[config.mk]
export PLATFORM = sky130hd
export DESIGN_NAME = sdu_uart_rx_flat
export DESIGN_NICKNAME = d
export VERILOG_FILES = /design/src/rtl/sdu_uart_rx_if.sv /design/src/rtl/sdu_uart_rx.sv /design/src/flat_wrapper.sv
export SDC_FILE = /design/constraint.sdc
export NUM_CORES = 1
export LEC_CHECK = 0
export CELL_PAD_IN_SITES_DETAIL_PLACEMENT = 1
export CELL_PAD_IN_SITES_GLOBAL_PLACEMENT = 1
export CORE_MARGIN = 3
export CORE_UTILIZATION = 40
export CTS_BUF_LIST = sky130_fd_sc_hd__clkbuf_8
export DETAILED_ROUTE_END_ITERATION = 16
export GPL_ROUTABILITY_DRIVEN = 0
export PLACE_DENSITY_LB_ADDON = 0.1
export SETUP_SLACK_MARGIN = 0.2
export SLEW_MARGIN = 10
export SYNTH_ARGS = -nofsm -noshare
export SYNTH_HDL_FRONTEND = slang
export SYNTH_SLANG_ARGS = --single-unit
[constraint.sdc]
create_clock -name clk -period 3.5 [get_ports clk]
set_input_delay 0.525 -clock clk [delete_from_list [all_inputs] [get_ports clk]]
set_output_delay 0.525 -clock clk [all_outputs]
set_load 0.02 [all_outputs]
[src/rtl/sdu_uart_rx_if.sv]
// sdu_uart_rx_if
//   Byte stream from the UART receive FIFO to the SDU command parser.
//   dout     : byte at the FIFO head, meaningful only while dout_vld=1
//   dout_vld : FIFO is non-empty
//   dout_rdy : consumer accepts dout this cycle
//   master = receiver side, slave = consumer side.
interface sdu_uart_rx_if;
    logic [7:0] dout;
    logic       dout_vld;
    logic       dout_rdy;

    modport master (output dout, output dout_vld, input dout_rdy);
    modport slave  (input dout, input dout_vld, output dout_rdy);
endinterface

[src/rtl/sdu_uart_rx.sv]
// sdu_uart_rx
//   8N1 UART receive front end for the serial debug unit. Synchronizes rxd,
//   recovers frames with a mid-bit sampling FSM, buffers bytes in a
//   first-word-fall-through FIFO and reports sticky framing/overflow errors.
// Ports:
//   clk       : system clock, rising edge
//   rst       : synchronous reset, active-high
//   rxd       : asynchronous UART line, idles at 1
//   rx_if     : byte stream out (dout / dout_vld / dout_rdy), master side
//   busy      : receiver FSM not in IDLE (registered)
//   frame_err : sticky, a stop bit was sampled as 0
//   overflow  : sticky, a completed byte was dropped on a full FIFO
//   err_clr   : pulse clearing both sticky flags (a same-cycle error wins)
module sdu_uart_rx #(
    parameter int CLK_FREQ   = 100000000,
    parameter int BAUD       = 115200,
    parameter int FIFO_DEPTH = 8
) (
    input  logic              clk,
    input  logic              rst,
    input  logic              rxd,
    sdu_uart_rx_if.master     rx_if,
    output logic              busy,
    output logic              frame_err,
    output logic              overflow,
    input  logic              err_clr
);

    localparam int DIV    = (CLK_FREQ + BAUD / 2) / BAUD;
    localparam int HALF   = DIV / 2;
    localparam int CNT_W  = $clog2(DIV + 1);
    localparam int PTR_W  = $clog2(FIFO_DEPTH);
    localparam int OCC_W  = PTR_W + 1;

    typedef enum logic [2:0] {
        S_IDLE,
        S_START,
        S_DATA,
        S_STOP,
        S_BREAK
    } state_t;

    state_t             state, state_nxt;
    logic               rx_s1, rxs;
    logic [CNT_W-1:0]   cnt;
    logic [2:0]         bit_idx;
    logic [7:0]         shreg;
    logic               bit_done, half_done;
    logic               shift_en, push, ferr_set;

    logic [7:0]         mem [FIFO_DEPTH];
    logic [PTR_W-1:0]   wr_ptr, rd_ptr, rd_ptr_nxt;
    logic [OCC_W-1:0]   count;
    logic [7:0]         dout_q;
    logic               pop, push_ok;

    // Two-flop synchronizer; both stages reset to the idle level.
    always_ff @(posedge clk) begin
        if (rst) begin
            rx_s1 <= 1'b1;
            rxs   <= 1'b1;
        end else begin
            rx_s1 <= rxd;
            rxs   <= rx_s1;
        end
    end

    assign bit_done  = (cnt == CNT_W'(DIV - 1));
    assign half_done = (cnt == CNT_W'(HALF - 1));

    // FSM: state register
    always_ff @(posedge clk) begin
        if (rst) state <= S_IDLE;
        else     state <= state_nxt;
    end

    // FSM: next-state logic
    always_comb begin
        state_nxt = state;
        case (state)
            S_IDLE:  if (!rxs) state_nxt = S_START;
            S_START: if (half_done) state_nxt = rxs ? S_IDLE : S_DATA;
            S_DATA:  if (bit_done && bit_idx == 3'd7) state_nxt = S_STOP;
            S_STOP:  if (bit_done) state_nxt = rxs ? S_IDLE : S_BREAK;
            S_BREAK: if (rxs) state_nxt = S_IDLE;
            default: state_nxt = S_IDLE;
        endcase
    end

    // FSM: outputs
    always_comb begin
        shift_en = 1'b0;
        push     = 1'b0;
        ferr_set = 1'b0;
        case (state)
            S_DATA:  shift_en = bit_done;
            S_STOP: begin
                push     = bit_done && rxs;
                ferr_set = bit_done && !rxs;
            end
            default: ;
        endcase
    end

    // Bit timing and shift register. The counter restarts on every state
    // entry and wraps each bit period so DATA samples every DIV cycles.
    always_ff @(posedge clk) begin
        if (rst) begin
            cnt     <= '0;
            bit_idx <= '0;
            shreg   <= '0;
            busy    <= 1'b0;
        end else begin
            if (state_nxt != state || bit_done) cnt <= '0;
            else                                cnt <= cnt + CNT_W'(1);

            if (state == S_START)  bit_idx <= '0;
            else if (shift_en)     bit_idx <= bit_idx + 3'd1;

            if (shift_en) shreg <= {rxs, shreg[7:1]};

            busy <= (state != S_IDLE);
        end
    end

    // FIFO
    assign pop        = rx_if.dout_vld && rx_if.dout_rdy;
    assign push_ok    = push && ((count < OCC_W'(FIFO_DEPTH)) || pop);
    assign rd_ptr_nxt = pop ? rd_ptr + PTR_W'(1) : rd_ptr;

    always_ff @(posedge clk) begin
        if (!rst && push_ok) mem[wr_ptr] <= shreg;
    end

    always_ff @(posedge clk) begin
        if (rst) begin
            wr_ptr    <= '0;
            rd_ptr    <= '0;
            count     <= '0;
            dout_q    <= '0;
            frame_err <= 1'b0;
            overflow  <= 1'b0;
        end else begin
            if (push_ok) wr_ptr <= wr_ptr + PTR_W'(1);
            rd_ptr <= rd_ptr_nxt;

            case ({push_ok, pop})
                2'b10:   count <= count + OCC_W'(1);
                2'b01:   count <= count - OCC_W'(1);
                default: ;
            endcase

            // Registered head: a byte written into the slot that becomes the
            // head bypasses the array so an empty FIFO shows it next cycle.
            if (push_ok && wr_ptr == rd_ptr_nxt) dout_q <= shreg;
            else if (pop)                        dout_q <= mem[rd_ptr_nxt];

            if (ferr_set)     frame_err <= 1'b1;
            else if (err_clr) frame_err <= 1'b0;

            if (push && !push_ok) overflow <= 1'b1;
            else if (err_clr)     overflow <= 1'b0;
        end
    end

    assign rx_if.dout     = dout_q;
    assign rx_if.dout_vld = (count != '0);

endmodule

[src/flat_wrapper.sv]
// flat-port wrapper written by rule: the top's interface ports become plain ports
module sdu_uart_rx_flat 
#(
    parameter int CLK_FREQ   = 100000000,
    parameter int BAUD       = 115200,
    parameter int FIFO_DEPTH = 8
)
  (clk, rst, rxd, busy, frame_err, overflow, err_clr, rx_if_dout, rx_if_dout_vld, rx_if_dout_rdy);
  sdu_uart_rx_if rx_if_i ();
  input  logic clk;
  input  logic rst;
  input  logic rxd;
  output logic busy;
  output logic frame_err;
  output logic overflow;
  input  logic err_clr;
  output wire logic [$bits(rx_if_i.dout)-1:0] rx_if_dout;
  output wire logic [$bits(rx_if_i.dout_vld)-1:0] rx_if_dout_vld;
  input wire logic [$bits(rx_if_i.dout_rdy)-1:0] rx_if_dout_rdy;
  assign rx_if_dout = rx_if_i.dout;
  assign rx_if_dout_vld = rx_if_i.dout_vld;
  assign rx_if_i.dout_rdy = rx_if_dout_rdy;
  sdu_uart_rx #(.CLK_FREQ(CLK_FREQ), .BAUD(BAUD), .FIFO_DEPTH(FIFO_DEPTH)) u_core (.clk(clk), .rst(rst), .rxd(rxd), .rx_if(rx_if_i), .busy(busy), .frame_err(frame_err), .overflow(overflow), .err_clr(err_clr));
endmodule
==> summary.md <==
| Metric | Value |
|---|---|
| Run status | `finished clean` |
| First-pass GRT wire length | `about 17 mm` |
| CTS tree | `built` |
| Cells after Synth | `approximately 370` |
| Fin cells | `about 560` |
| Core area | `approximately 12000 sq um` |
| Post-CTS sizing | `0` |
| PortBufs | `16` |
| Final HPWL DP | `a little over 7 mm` |
| Cell Area, Synth | `approximately 5000 sq um` |
| Hold Crit Endpoint | `u_core.rxs$_SDFF_PP1_` |
| Via Count | `~3000` |
| Initial Utilization | `41.11%` |
| Final setup fails | `0` |
| Syn Nets | `between 300 and 400` |
| Post-CTS Setup Inserts | `0` |
| Final Hold Fails | `0` |
| Reg2Reg Depth | `11` |
| Die ar. | `between 10000 and 15000 sq um` |
| Register area share after synthesis | `approximately 58%` |
| Worst-Skew Late Latency | `roughly 0.38 ns` |
| 1st-iter DRT viols | `between 150 and 200` |
| EDFF count, synth | `between 60 and 70` |
| Via/cell ratio | `roughly 5.3` |
| Largest net degree at the start of global routing | `21` |
| H-tree depth | `3` |
| WHS Path Cells | `1` |
| CP top delay family | `simple AND/OR/NAND/NOR gates` |
| Io pins | `17` |
| Die extent in x | `about 120 um` |
| Startpoint types | `flop` |
| Max-Slew Margin vs Limit | `~57%` |
| Tmin final | `2.810 ns` |
| Clock-pin slew on the worst setup and hold paths | `around 0.1 ns` |
| Internal power | `1.655 mW` |
| FFs w/ async S/R, synth | `0%` |
| Share of layout cells above drive strength 1 | `around 18%` |
| Post-route ant nets | `0` |
| Synthesis Warnings | `0` |
| Worst Hold Launch | `u_core.rx_s1$_SDFF_PP1_` |
| Sum of negative setup slack | `0 ns` |
| CTS Sinks | `approximately 110` |
| Root buf cell | `clkbuf_8` |
| CP Capture Type | `flop` |
| Nets@finish | `404` |
| Slowest stage cell on the critical path | `dfxtp_1` |
| Cts bufs inserted | `9` |
| Area Growth Syn to Fin | `11.16%` |
| Switching Fraction | `about a quarter` |
| FP Rows | `40` |
| Seq pwr share | `between 60% and 70%` |
| Critical path arrival | `between 3 and 4 ns` |
| RSZ-0062 raised after global routing | `no` |
| GRT Residual Overflow | `0` |
| Maximum clock rate | `~360 MHz` |
| Antenna violations before repair | `0` |
| Longest Clk Path Bufs | `2` |
| R2R Setup Slk | `0.69 ns` |
| Post-placement cell count | `roughly 550` |
| Main synth FF type | `edfxtp_1` |
| DRC | `0` |
| IR drop worst, VDD | `0.0002089 V` |
| Gr usage total | `between 15 and 20%` |
| FF-to-FF End | `u_core.count[3]$_SDFFE_PP0P_` |
| Number of synthesized register bits | `between 100 and 150` |
| Synthesized area per cell | `roughly 14 sq um` |
| Most frequent cells in the layout | `edfxtp_1, dfxtp_1, nor2_1` |
| Critical path's largest stage delay | `approximately 0.43 ns` |
| Post-synthesis cell type count | `61` |
| Clk_skew | `between 0.01 and 0.015 ns` |
| Detailed Routing Iterations Pass 1 | `4` |
| Combinational power share | `between 3 and 4%` |
| Max-slew violations | `0` |
| Sw Pwr | `a little over 0.5 mW` |
| ANT cells | `0` |
| Max_cap viols | `0` |
| Least-Margin Pin Slew | `around 0.64 ns` |
| Critical path's most frequent cell | `ha_1` |
| Reg-to-Reg Start | `u_core.cnt[0]$_SDFF_PP0_` |
| Lkg Pwr | `between 1.5 and 2 nW` |
| Clock network power share | `about a third` |
| Crit path buf inv count | `0` |
| Vias in the first global route | `approximately 3000` |
| Avg WL per Cell | `between 15 and 20 um` |
| Crit Path Class | `flop to flop` |
| Hold Path Class | `flop to flop` |
| Cells along the critical path | `ha_1 > nand4bb_1 > nor3_4 > nand2_1 > ha_1 > ha_1 > a21o_1 > a21oi_1 > xnor2_1 > or3_1 > a21oi_1` |
| Cts-stage hold buffer count | `0` |
| Worst-path fanout max | `6` |
| Most common cell after layout, fill and taps aside | `edfxtp_1` |
| Required time worst endpoint | `approximately 3.8 ns` |
| Die Y-Extent | `117.6 um` |
| Final wirelength | `~10 mm` |
| PD cells | `about 390 nW/um^2` |
| Period utilization | `between 80% and 90%` |
-- cell usage after synthesis (all sizes together), types with 2 or more instances --
library cell / n / area, sq um
edfxtp: 64 / 1922
o22ai: 2 / 12.51
and2: 2 / 12.51
mux4: 19 / 431.7
o41ai: 2 / 36.29
dfxtp: 47 / 940.9
or3: 5 / 31.28
nor2: 43 / 168.9
inv: 6 / 22.52
nor2b: 5 / 38.78
xnor2: 9 / 78.83
nand2b: 2 / 12.51
buf: 11 / 70.07
nand2: 17 / 63.81
ha: 9 / 112.6
clkbuf: 9 / 35.03
o211ai: 2 / 20.02
xor2: 13 / 121.4
a22o: 7 / 61.31
a21oi: 15 / 75.07
nand3b: 2 / 15.01
and4: 2 / 17.52
a211oi: 10 / 115.1
nand3: 8 / 40.04
mux2i: 18 / 180.2
or2: 2 / 12.51
a32oi: 2 / 17.52
o21ai: 2 / 13.76
a21o: 2 / 15.01
nor3: 10 / 77.57
nor4: 5 / 46.29
-- power by group through the flow --
stage	Combinational, mW	Sequential (mW)	Clock, mW
after floorplan	0.0545	1.41	0
after global routing	0.0748	1.38	0.781
after global placement	0.0696	1.41	0
after detailed placement	0.0695	1.41	0
final	0.0676	1.38	0.713
after CTS	0.0698	1.38	0.737
-- area by class of cell --
type	instances	area (sq um)
multi-input combinational	230	1994
sequential	111	2863
tap	168	210.2
inverter	6	22.52
fill	1279	6578
timing repair buffer	31	272.8
clock inverter	7	47.55
clock buffer	9	123.9
-- through the flow --
step / worst slack [ns] / area, sq um / hold WS, ns / power, mW / utilization [%]
floorplan: 0.8101 / 4979 / 0.3895 / 1.460 / -
global placement: 0.5772 / 5363 / 0.3939 / 1.479 / 44.28
detailed placement: 0.5023 / 5363 / 0.3981 / 1.480 / 44.28
CTS: 0.6826 / 5534 / 0.4276 / 2.187 / 45.69
global route: 0.4665 / 5534 / 0.4511 / 2.238 / 45.69
finish: 0.6900 / 5534 / 0.4182 / 2.161 / 45.69
-- cell families after synthesis --
group | count (synthesis) | share of synthesized area [%]
multiplexers | 37 | 12.29
AND/OR/NAND/NOR | 111 | 12.19
XOR/XNOR | 23 | 4.499
flip-flops | 111 | 57.50
buffers and inverters | 26 | 2.563
adder cells (fa/ha/maj) | 10 | 2.664
AO/OA/AOI/OAI | 49 | 8.294
-- state kept, by name, summed over array words and instances (netlist names) --
| name | flops |
|---|---|
| u_core.rd_ptr | 3 |
| u_core.busy | 1 |
| u_core.overflow | 1 |
| u_core.wr_ptr | 3 |
| u_core.count | 4 |
| u_core.shreg | 8 |
| u_core.state | 3 |
| u_core.rx_s1 | 1 |
| u_core.bit_idx | 3 |
| u_core.frame_err | 1 |
| u_core.rxs | 1 |
| u_core.cnt | 10 |
| u_core.mem | 64 |
| u_core.rx_if.dout | 8 |
-- how the worst max path moves through the flow --
stage / start / end / depth (start not counted) / slack (ns)
finish: u_core.cnt[0]$_SDFF_PP0_ / u_core.count[3]$_SDFFE_PP0P_ / 11 / 0.69
CTS: u_core.cnt[0]$_SDFF_PP0_ / u_core.count[3]$_SDFFE_PP0P_ / 11 / 0.68
floorplan: u_core.cnt[3]$_SDFF_PP0_ / u_core.count[3]$_SDFFE_PP0P_ / 10 / 0.81
global placement: rx_if_dout_rdy / u_core.count[3]$_SDFFE_PP0P_ / 11 / 0.58
global route: u_core.cnt[0]$_SDFF_PP0_ / u_core.count[3]$_SDFFE_PP0P_ / 11 / 0.47
detailed placement: rx_if_dout_rdy / u_core.count[3]$_SDFFE_PP0P_ / 11 / 0.50
-- per-layer routing --
layer | track usage (%) | wire (um) | vias up | share of wire (%)
li1 | - | - | 1421 | -
met4 | 5.275 | 157 | 0 | 1.5
met2 | 23.99 | 4812 | 34 | 46
met1 | 22.87 | 5147 | 1509 | 49
met3 | 2.499 | 353 | 12 | 3.4
met5 | 0 | 0 | - | 0
Power figures use the tool's default switching activity.
